## config.mk

```make
export PLATFORM = sky130hd
export DESIGN_NAME = fetch_redirect_ctrl_flat
export DESIGN_NICKNAME = d
export VERILOG_FILES = /design/src/rtl/fetch_redirect_ctrl_if.sv /design/src/rtl/fetch_redirect_ctrl.sv /design/src/flat_wrapper.sv
export SDC_FILE = /design/constraint.sdc
export NUM_CORES = 1
export LEC_CHECK = 0
export ABC_AREA = 1
export BUFFER_PORTS_ARGS = -buffer_cell sky130_fd_sc_hd__clkbuf_2
export CAP_MARGIN = 25
export CORE_MARGIN = 2
export CORE_UTILIZATION = 41
export DETAILED_ROUTE_END_ITERATION = 10
export GPL_ROUTABILITY_DRIVEN = 0
export PLACE_DENSITY_LB_ADDON = 0.2
export SLEW_MARGIN = 0
export SYNTH_ARGS = -nofsm -noshare
export SYNTH_HDL_FRONTEND = slang
export SYNTH_SLANG_ARGS = --single-unit
```

## constraint.sdc

```tcl
create_clock -name iCLOCK -period 1.48 [get_ports iCLOCK]
set_input_delay 0.148 -clock iCLOCK [delete_from_list [all_inputs] [get_ports iCLOCK]]
set_output_delay 0.148 -clock iCLOCK [all_outputs]
set_load 0.05 [all_outputs]
```

## src/rtl/fetch_redirect_ctrl_if.sv

```systemverilog
// rtl/fetch_redirect_ctrl_if.sv - execute-to-fetch redirect signal bundle
// master drives the jump request and fetch/TLB responses; slave is the redirect controller.
interface fetch_redirect_ctrl_if #(
  parameter int P_CNT_W = 16
);
  logic               iRESET_SYNC;
  logic               iEVENT_HOLD;
  logic               iPREV_PREDICT_ENA;
  logic               iPREV_PREDICT_HIT;
  logic               iPREV_JUMP_VALID;
  logic [31:0]        iPREV_JUMP_ADDR;
  logic               iPREV_TYPE_BRANCH_VALID;
  logic               iPREV_TYPE_BRANCH_IB_VALID;
  logic               iPREV_TYPE_SYSREG_IDT_VALID;
  logic               iPREV_TYPE_SYSREG_PDT_VALID;
  logic               iPREV_TYPE_SYSREG_PSR_VALID;
  logic               oPREV_BUSY;
  logic               oFLUSH;
  logic               oIDT_RELOAD;
  logic               oPSR_RELOAD;
  logic               oTLB_FLUSH_REQ;
  logic               iTLB_FLUSH_ACK;
  logic               oFETCH_PC_SET_VALID;
  logic [31:0]        oFETCH_PC_SET_ADDR;
  logic               iFETCH_PC_SET_BUSY;
  logic [P_CNT_W-1:0] oSTAT_HIT_CNT;
  logic [P_CNT_W-1:0] oSTAT_MISS_CNT;

  modport master (
    output iRESET_SYNC, iEVENT_HOLD, iPREV_PREDICT_ENA, iPREV_PREDICT_HIT,
           iPREV_JUMP_VALID, iPREV_JUMP_ADDR, iPREV_TYPE_BRANCH_VALID,
           iPREV_TYPE_BRANCH_IB_VALID, iPREV_TYPE_SYSREG_IDT_VALID,
           iPREV_TYPE_SYSREG_PDT_VALID, iPREV_TYPE_SYSREG_PSR_VALID,
           iTLB_FLUSH_ACK, iFETCH_PC_SET_BUSY,
    input  oPREV_BUSY, oFLUSH, oIDT_RELOAD, oPSR_RELOAD, oTLB_FLUSH_REQ,
           oFETCH_PC_SET_VALID, oFETCH_PC_SET_ADDR, oSTAT_HIT_CNT, oSTAT_MISS_CNT
  );

  modport slave (
    input  iRESET_SYNC, iEVENT_HOLD, iPREV_PREDICT_ENA, iPREV_PREDICT_HIT,
           iPREV_JUMP_VALID, iPREV_JUMP_ADDR, iPREV_TYPE_BRANCH_VALID,
           iPREV_TYPE_BRANCH_IB_VALID, iPREV_TYPE_SYSREG_IDT_VALID,
           iPREV_TYPE_SYSREG_PDT_VALID, iPREV_TYPE_SYSREG_PSR_VALID,
           iTLB_FLUSH_ACK, iFETCH_PC_SET_BUSY,
    output oPREV_BUSY, oFLUSH, oIDT_RELOAD, oPSR_RELOAD, oTLB_FLUSH_REQ,
           oFETCH_PC_SET_VALID, oFETCH_PC_SET_ADDR, oSTAT_HIT_CNT, oSTAT_MISS_CNT
  );
endinterface

```

## src/rtl/fetch_redirect_ctrl.sv

```systemverilog
// rtl/fetch_redirect_ctrl.sv - turns a registered jump into flush, sysreg pulses and a PC load
// Every output is decoded from registered state, so async reset clears them without a clock.
module fetch_redirect_ctrl #(
  parameter int P_CNT_W = 16
) (
  input  logic                  iCLOCK,
  input  logic                  inRESET,
  fetch_redirect_ctrl_if.slave  bus
);
  typedef enum logic [1:0] {S_IDLE, S_FLUSH, S_TLB, S_SETPC} state_t;

  state_t             state_q, state_d;
  logic [31:0]        addr_q, addr_d;
  logic [4:0]         type_q, type_d;
  logic [P_CNT_W-1:0] hit_q, hit_d;
  logic [P_CNT_W-1:0] miss_q, miss_d;
  logic               accept;

  // type_q bit order: {psr, pdt, idt, ib, branch}
  always_comb begin
    state_d = state_q;
    addr_d  = addr_q;
    type_d  = type_q;
    hit_d   = hit_q;
    miss_d  = miss_q;
    accept  = (state_q == S_IDLE);
    if (bus.iRESET_SYNC) begin
      state_d = S_IDLE;
      hit_d   = '0;
      miss_d  = '0;
    end else if (bus.iEVENT_HOLD) begin
      state_d = S_IDLE;
    end else begin
      case (state_q)
        S_IDLE: begin
          if (bus.iPREV_JUMP_VALID) begin
            addr_d  = {bus.iPREV_JUMP_ADDR[31:2], 2'b00};
            type_d  = {bus.iPREV_TYPE_SYSREG_PSR_VALID, bus.iPREV_TYPE_SYSREG_PDT_VALID,
                       bus.iPREV_TYPE_SYSREG_IDT_VALID, bus.iPREV_TYPE_BRANCH_IB_VALID,
                       bus.iPREV_TYPE_BRANCH_VALID};
            state_d = S_FLUSH;
          end
        end
        S_FLUSH: state_d = type_q[3] ? S_TLB : S_SETPC;
        S_TLB:   if (bus.iTLB_FLUSH_ACK) state_d = S_SETPC;
        S_SETPC: if (!bus.iFETCH_PC_SET_BUSY) state_d = S_IDLE;
        default: state_d = S_IDLE;
      endcase
      // Prediction statistics are sampled only while the execute side is not stalled.
      if (accept && bus.iPREV_PREDICT_ENA) begin
        if (bus.iPREV_PREDICT_HIT) begin
          if (hit_q != '1) hit_d = hit_q + P_CNT_W'(1);
        end else begin
          if (miss_q != '1) miss_d = miss_q + P_CNT_W'(1);
        end
      end
    end
  end

  always_ff @(posedge iCLOCK or negedge inRESET) begin
    if (!inRESET) begin
      state_q <= S_IDLE;
      addr_q  <= '0;
      type_q  <= '0;
      hit_q   <= '0;
      miss_q  <= '0;
    end else begin
      state_q <= state_d;
      addr_q  <= addr_d;
      type_q  <= type_d;
      hit_q   <= hit_d;
      miss_q  <= miss_d;
    end
  end

  // Branch/indirect flags are captured for completeness; both simply redirect normally.
  assign bus.oPREV_BUSY          = (state_q != S_IDLE);
  assign bus.oFLUSH              = (state_q == S_FLUSH);
  assign bus.oIDT_RELOAD         = (state_q == S_FLUSH) && type_q[2];
  assign bus.oPSR_RELOAD         = (state_q == S_FLUSH) && type_q[4];
  assign bus.oTLB_FLUSH_REQ      = (state_q == S_TLB);
  assign bus.oFETCH_PC_SET_VALID = (state_q == S_SETPC);
  assign bus.oFETCH_PC_SET_ADDR  = addr_q;
  assign bus.oSTAT_HIT_CNT       = hit_q;
  assign bus.oSTAT_MISS_CNT      = miss_q;
endmodule

```

## src/flat_wrapper.sv

```systemverilog
// flat-port wrapper written by rule: the top's interface ports become plain ports
module fetch_redirect_ctrl_flat 
#(
  parameter int P_CNT_W = 16
)
  (iCLOCK, inRESET, bus_iRESET_SYNC, bus_iEVENT_HOLD, bus_iPREV_PREDICT_ENA, bus_iPREV_PREDICT_HIT, bus_iPREV_JUMP_VALID, bus_iPREV_JUMP_ADDR, bus_iPREV_TYPE_BRANCH_VALID, bus_iPREV_TYPE_BRANCH_IB_VALID, bus_iPREV_TYPE_SYSREG_IDT_VALID, bus_iPREV_TYPE_SYSREG_PDT_VALID, bus_iPREV_TYPE_SYSREG_PSR_VALID, bus_iTLB_FLUSH_ACK, bus_iFETCH_PC_SET_BUSY, bus_oPREV_BUSY, bus_oFLUSH, bus_oIDT_RELOAD, bus_oPSR_RELOAD, bus_oTLB_FLUSH_REQ, bus_oFETCH_PC_SET_VALID, bus_oFETCH_PC_SET_ADDR, bus_oSTAT_HIT_CNT, bus_oSTAT_MISS_CNT);
  fetch_redirect_ctrl_if #(.P_CNT_W(P_CNT_W)) bus_i ();
  input  logic iCLOCK;
  input  logic inRESET;
  input wire logic [$bits(bus_i.iRESET_SYNC)-1:0] bus_iRESET_SYNC;
  input wire logic [$bits(bus_i.iEVENT_HOLD)-1:0] bus_iEVENT_HOLD;
  input wire logic [$bits(bus_i.iPREV_PREDICT_ENA)-1:0] bus_iPREV_PREDICT_ENA;
  input wire logic [$bits(bus_i.iPREV_PREDICT_HIT)-1:0] bus_iPREV_PREDICT_HIT;
  input wire logic [$bits(bus_i.iPREV_JUMP_VALID)-1:0] bus_iPREV_JUMP_VALID;
  input wire logic [$bits(bus_i.iPREV_JUMP_ADDR)-1:0] bus_iPREV_JUMP_ADDR;
  input wire logic [$bits(bus_i.iPREV_TYPE_BRANCH_VALID)-1:0] bus_iPREV_TYPE_BRANCH_VALID;
  input wire logic [$bits(bus_i.iPREV_TYPE_BRANCH_IB_VALID)-1:0] bus_iPREV_TYPE_BRANCH_IB_VALID;
  input wire logic [$bits(bus_i.iPREV_TYPE_SYSREG_IDT_VALID)-1:0] bus_iPREV_TYPE_SYSREG_IDT_VALID;
  input wire logic [$bits(bus_i.iPREV_TYPE_SYSREG_PDT_VALID)-1:0] bus_iPREV_TYPE_SYSREG_PDT_VALID;
  input wire logic [$bits(bus_i.iPREV_TYPE_SYSREG_PSR_VALID)-1:0] bus_iPREV_TYPE_SYSREG_PSR_VALID;
  input wire logic [$bits(bus_i.iTLB_FLUSH_ACK)-1:0] bus_iTLB_FLUSH_ACK;
  input wire logic [$bits(bus_i.iFETCH_PC_SET_BUSY)-1:0] bus_iFETCH_PC_SET_BUSY;
  output wire logic [$bits(bus_i.oPREV_BUSY)-1:0] bus_oPREV_BUSY;
  output wire logic [$bits(bus_i.oFLUSH)-1:0] bus_oFLUSH;
  output wire logic [$bits(bus_i.oIDT_RELOAD)-1:0] bus_oIDT_RELOAD;
  output wire logic [$bits(bus_i.oPSR_RELOAD)-1:0] bus_oPSR_RELOAD;
  output wire logic [$bits(bus_i.oTLB_FLUSH_REQ)-1:0] bus_oTLB_FLUSH_REQ;
  output wire logic [$bits(bus_i.oFETCH_PC_SET_VALID)-1:0] bus_oFETCH_PC_SET_VALID;
  output wire logic [$bits(bus_i.oFETCH_PC_SET_ADDR)-1:0] bus_oFETCH_PC_SET_ADDR;
  output wire logic [$bits(bus_i.oSTAT_HIT_CNT)-1:0] bus_oSTAT_HIT_CNT;
  output wire logic [$bits(bus_i.oSTAT_MISS_CNT)-1:0] bus_oSTAT_MISS_CNT;
  assign bus_i.iRESET_SYNC = bus_iRESET_SYNC;
  assign bus_i.iEVENT_HOLD = bus_iEVENT_HOLD;
  assign bus_i.iPREV_PREDICT_ENA = bus_iPREV_PREDICT_ENA;
  assign bus_i.iPREV_PREDICT_HIT = bus_iPREV_PREDICT_HIT;
  assign bus_i.iPREV_JUMP_VALID = bus_iPREV_JUMP_VALID;
  assign bus_i.iPREV_JUMP_ADDR = bus_iPREV_JUMP_ADDR;
  assign bus_i.iPREV_TYPE_BRANCH_VALID = bus_iPREV_TYPE_BRANCH_VALID;
  assign bus_i.iPREV_TYPE_BRANCH_IB_VALID = bus_iPREV_TYPE_BRANCH_IB_VALID;
  assign bus_i.iPREV_TYPE_SYSREG_IDT_VALID = bus_iPREV_TYPE_SYSREG_IDT_VALID;
  assign bus_i.iPREV_TYPE_SYSREG_PDT_VALID = bus_iPREV_TYPE_SYSREG_PDT_VALID;
  assign bus_i.iPREV_TYPE_SYSREG_PSR_VALID = bus_iPREV_TYPE_SYSREG_PSR_VALID;
  assign bus_i.iTLB_FLUSH_ACK = bus_iTLB_FLUSH_ACK;
  assign bus_i.iFETCH_PC_SET_BUSY = bus_iFETCH_PC_SET_BUSY;
  assign bus_oPREV_BUSY = bus_i.oPREV_BUSY;
  assign bus_oFLUSH = bus_i.oFLUSH;
  assign bus_oIDT_RELOAD = bus_i.oIDT_RELOAD;
  assign bus_oPSR_RELOAD = bus_i.oPSR_RELOAD;
  assign bus_oTLB_FLUSH_REQ = bus_i.oTLB_FLUSH_REQ;
  assign bus_oFETCH_PC_SET_VALID = bus_i.oFETCH_PC_SET_VALID;
  assign bus_oFETCH_PC_SET_ADDR = bus_i.oFETCH_PC_SET_ADDR;
  assign bus_oSTAT_HIT_CNT = bus_i.oSTAT_HIT_CNT;
  assign bus_oSTAT_MISS_CNT = bus_i.oSTAT_MISS_CNT;
  fetch_redirect_ctrl #(.P_CNT_W(P_CNT_W)) u_core (.iCLOCK(iCLOCK), .inRESET(inRESET), .bus(bus_i));
endmodule
```

==> metrics.cfg <==
[cells_and_area]
diodes=0
syn_to_final_growth_pct=51.3
register_area_sq_um=1710
fin_nets=611
multi_input_area_sq_um=1910
n_fill_cell=723
final_cell_area_sq_um=5300
drive_gt1_share_pct=53.4

[global_route]
globalRouteOverflowTotal=0
top_usage_layer=met2
grtUsageMet1_pct=26.5
grt_pass1_vias=2966
grt_max_degree=28
grt_pass1_wl_um=14200
antenna_found_initial=0
met2_usage_pct=32.5
track_usage_pct=20.0
grtUsageMet3_pct=4.42

[drt]
drc=0
first_pass_iters=4
vias_per_cell=4.95
final_antenna_net_count=0
routed_wl_um=9480
dr_total_vias=3310
wl_per_cell_um=14.2
drtIter0Drc=106

[critical_path]
cp-end-kind=register
crit_start=u_core.state_q[0]
critical_path_class=register to register
r2r-end=u_core.bus.oFETCH_PC_SET_ADDR[21]
critPathArrivalTime_ps=1750
crit_path_start_kind=register
required_ps=1720
regToRegStartpoint=u_core.state_q[0]
reg2regPathDepth=6
reg2reg_slack_ps=-30
endpoint=u_core.bus.oFETCH_PC_SET_ADDR[21]
worst-path-max-fanout=8

[sta]
fin_crit_sh_pct=102
fin_crit_ps=1510
hold_viol_final=0
max_freq_mhz=661
clock_skew_ps=7.56
maxSlewViolCount=0
setup_viol=36
slew-limit-headroom_pct=52.5
rsz0062_at_grt=yes
worstMarginPinSlew_ps=708
setup_slack_ps=-31.8

[worst_hold_path]
hp-class=input pin to register

[yosys]
synth_top_cells_by_count=nand2_1 (113), dfrtp_1 (67), nand3_1 (37)
ys_seq_area_share_pct=47.9
synth.area.top_cells=dfrtp_1 (48%), nand2_1 (12%), mux2_2 (11%)
synthCells=387
synth_most_common_cell=nand2_1
syn_area_sq_um=3500
synth-edff-count=0
yosysWarnings=0
avgSynthCellArea_sq_um=9.05
synth_cell_types=29
ys_ff_latch=67
synth_top_area_share_pct=47.9
synth_top_flop_cell=dfrtp_1
yosysTopAreaCell=dfrtp_1
async_reset_ff_share_pct=100

[clock_tree]
cts-htree-levels=3
cts_buffers=9
cts.path.max_buffers=2
clock-sinks=67
insertion_delay_ps=340
cts_tree=done
ctsRootBufferMaster=clkbuf_8
cts.clk_slew.worst_paths_ps=80

[power_and_ir_drop]
comb_power_share_pct=29.5
power.share.clock_pct=29.9
p_sw_share_pct=36.1
ir_drop_v=0.000698
intPower_mw=3.40
power_mw=5.32
switching_power_mw=1.92
powerDensity_nw_per_um2=1010
p_seq_share_pct=40.6
cellLeakagePower_nw=2.63

[floorplan]
initial_utilization_pct=42.4
ios=116
die_y_um=96.4
core_sq_um=8260
fp.dieArea_sq_um=9290
rows=33
die_x_um=96.4

[flow_run]
cap_violations=0

[status]
violations=setup timing
status=complete, but fails checks

[place]
dp.final_hpwl_um=6460
portBuffers=109
dpl-instance-area_sq_um=4590

metal layers:
metal,vias up,routed length (um)
li1,1622,-
met1,1587,4000
met2,90,4870
met3,11,479
met4,0,130
met5,-,0
worst min path at each step:
stage	from	endpoint	slack, ps	depth (start not counted)
after floorplan	inRESET	u_core.bus.oFETCH_PC_SET_ADDR[10]	-150	0
after global routing	bus_iPREV_JUMP_ADDR[23]	u_core.bus.oFETCH_PC_SET_ADDR[23]	10	2
after global placement	inRESET	u_core.bus.oSTAT_HIT_CNT[13]	130	1
after CTS	bus_iPREV_JUMP_ADDR[22]	u_core.bus.oFETCH_PC_SET_ADDR[22]	10	2
after detailed placement	inRESET	u_core.bus.oSTAT_HIT_CNT[13]	130	1
final	bus_iPREV_JUMP_ADDR[23]	u_core.bus.oFETCH_PC_SET_ADDR[23]	30	2
layout make-up:
cell class,count,share of cell area (%)
Multi-Input combinational cell,285,36.0
Sequential cell,67,32.2
Timing Repair Buffer,170,23.3
Clock buffer,11,2.86
Tap cell,105,2.48
Inverter,26,1.96
Clock inverter,5,1.13
flip-flops by register name, summed over array words and instances, names as in the netlist:
name                           count
u_core.bus.oFETCH_PC_SET_ADDR     30
u_core.bus.oSTAT_HIT_CNT          16
u_core.bus.oSTAT_MISS_CNT         16
u_core.type_q                      3
u_core.state_q                     2
through the flow:
step / setup WS, ps / cells / setup TNS [ps] / hold slack [ps] / util, %
2_1_floorplan: -172 / 388 / -4240 / -148 / -
3_3_place_gp: -94.4 / 633 / -793 / 129 / 55.6
3_5_place_dp: -126 / 633 / -2080 / 129 / 55.6
4_1_cts: -37.2 / 656 / -239 / 11.3 / 60.7
5_1_grt: -112 / 669 / -4420 / 11.5 / 64.1
6_report: -31.8 / 669 / -409 / 30.7 / 64.1
repair_timing:
| action | in CTS | in global routing |
|---|---|---|
| hold buffers | 1 | 0 |
| cloned | 4 | 2 |
| setup endpoints to repair | 66 | 73 |
| resized for setup | 22 | 52 |
| pin swaps | 3 | 29 |
| endpoints found under the hold margin | 16 | 0 |
| setup buffers | 2 | 13 |
cell families after synthesis:
kind of cell | count (synthesis) | share of synthesized area [%]
other cells | 1 | 0.107
xor+xnor | 15 | 3.75
simple gates | 216 | 28.3
mux | 33 | 10.6
buf+inv | 38 | 5.04
flops | 67 | 47.9
fa+ha+maj | 6 | 2.14
compound gates | 11 | 2.18
critical path: stages (launching register included):
cell and delay [ps]:
dfrtp_1 380, inv_2 60, ha_4 160, buf_6 130, nand3_4 160, clkbuf_16 190
mux2_2 330
power groups by stage:
stage	sequential, mW	combinational, mW	clock (mW)
2_1_floorplan	2.89	0.353	0
3_3_place_gp	2.18	1.46	0
3_5_place_dp	2.19	1.48	0
4_1_cts	2.16	1.54	1.64
5_1_grt	2.19	1.66	1.74
6_report	2.16	1.57	1.59
layout by cell type (no fill, tap or decap), drive strengths merged, types with 2 or more instances in the layout:
| cell | Yosys | routed |
|---|---|---|
| inv | 25 | 25 |
| mux2 | 33 | 33 |
| nand3b | 2 | 2 |
| o21ai | 7 | 7 |
| nor3 | 2 | 2 |
| xnor2 | 2 | 2 |
| buf | 11 | 65 |
| clkbuf | 1 | 115 |
| conb | 1 | 2 |
| or2 | 2 | 2 |
| nand2 | 115 | 115 |
| clkinv | 1 | 3 |
| nand3 | 40 | 40 |
| o21bai | 3 | 3 |
| xor2 | 13 | 13 |
| nand4 | 19 | 19 |
| nor2 | 36 | 38 |
| ha | 6 | 6 |
| clkinvlp | 0 | 2 |
| dfrtp | 67 | 67 |
(Power assumes the default switching activity.)
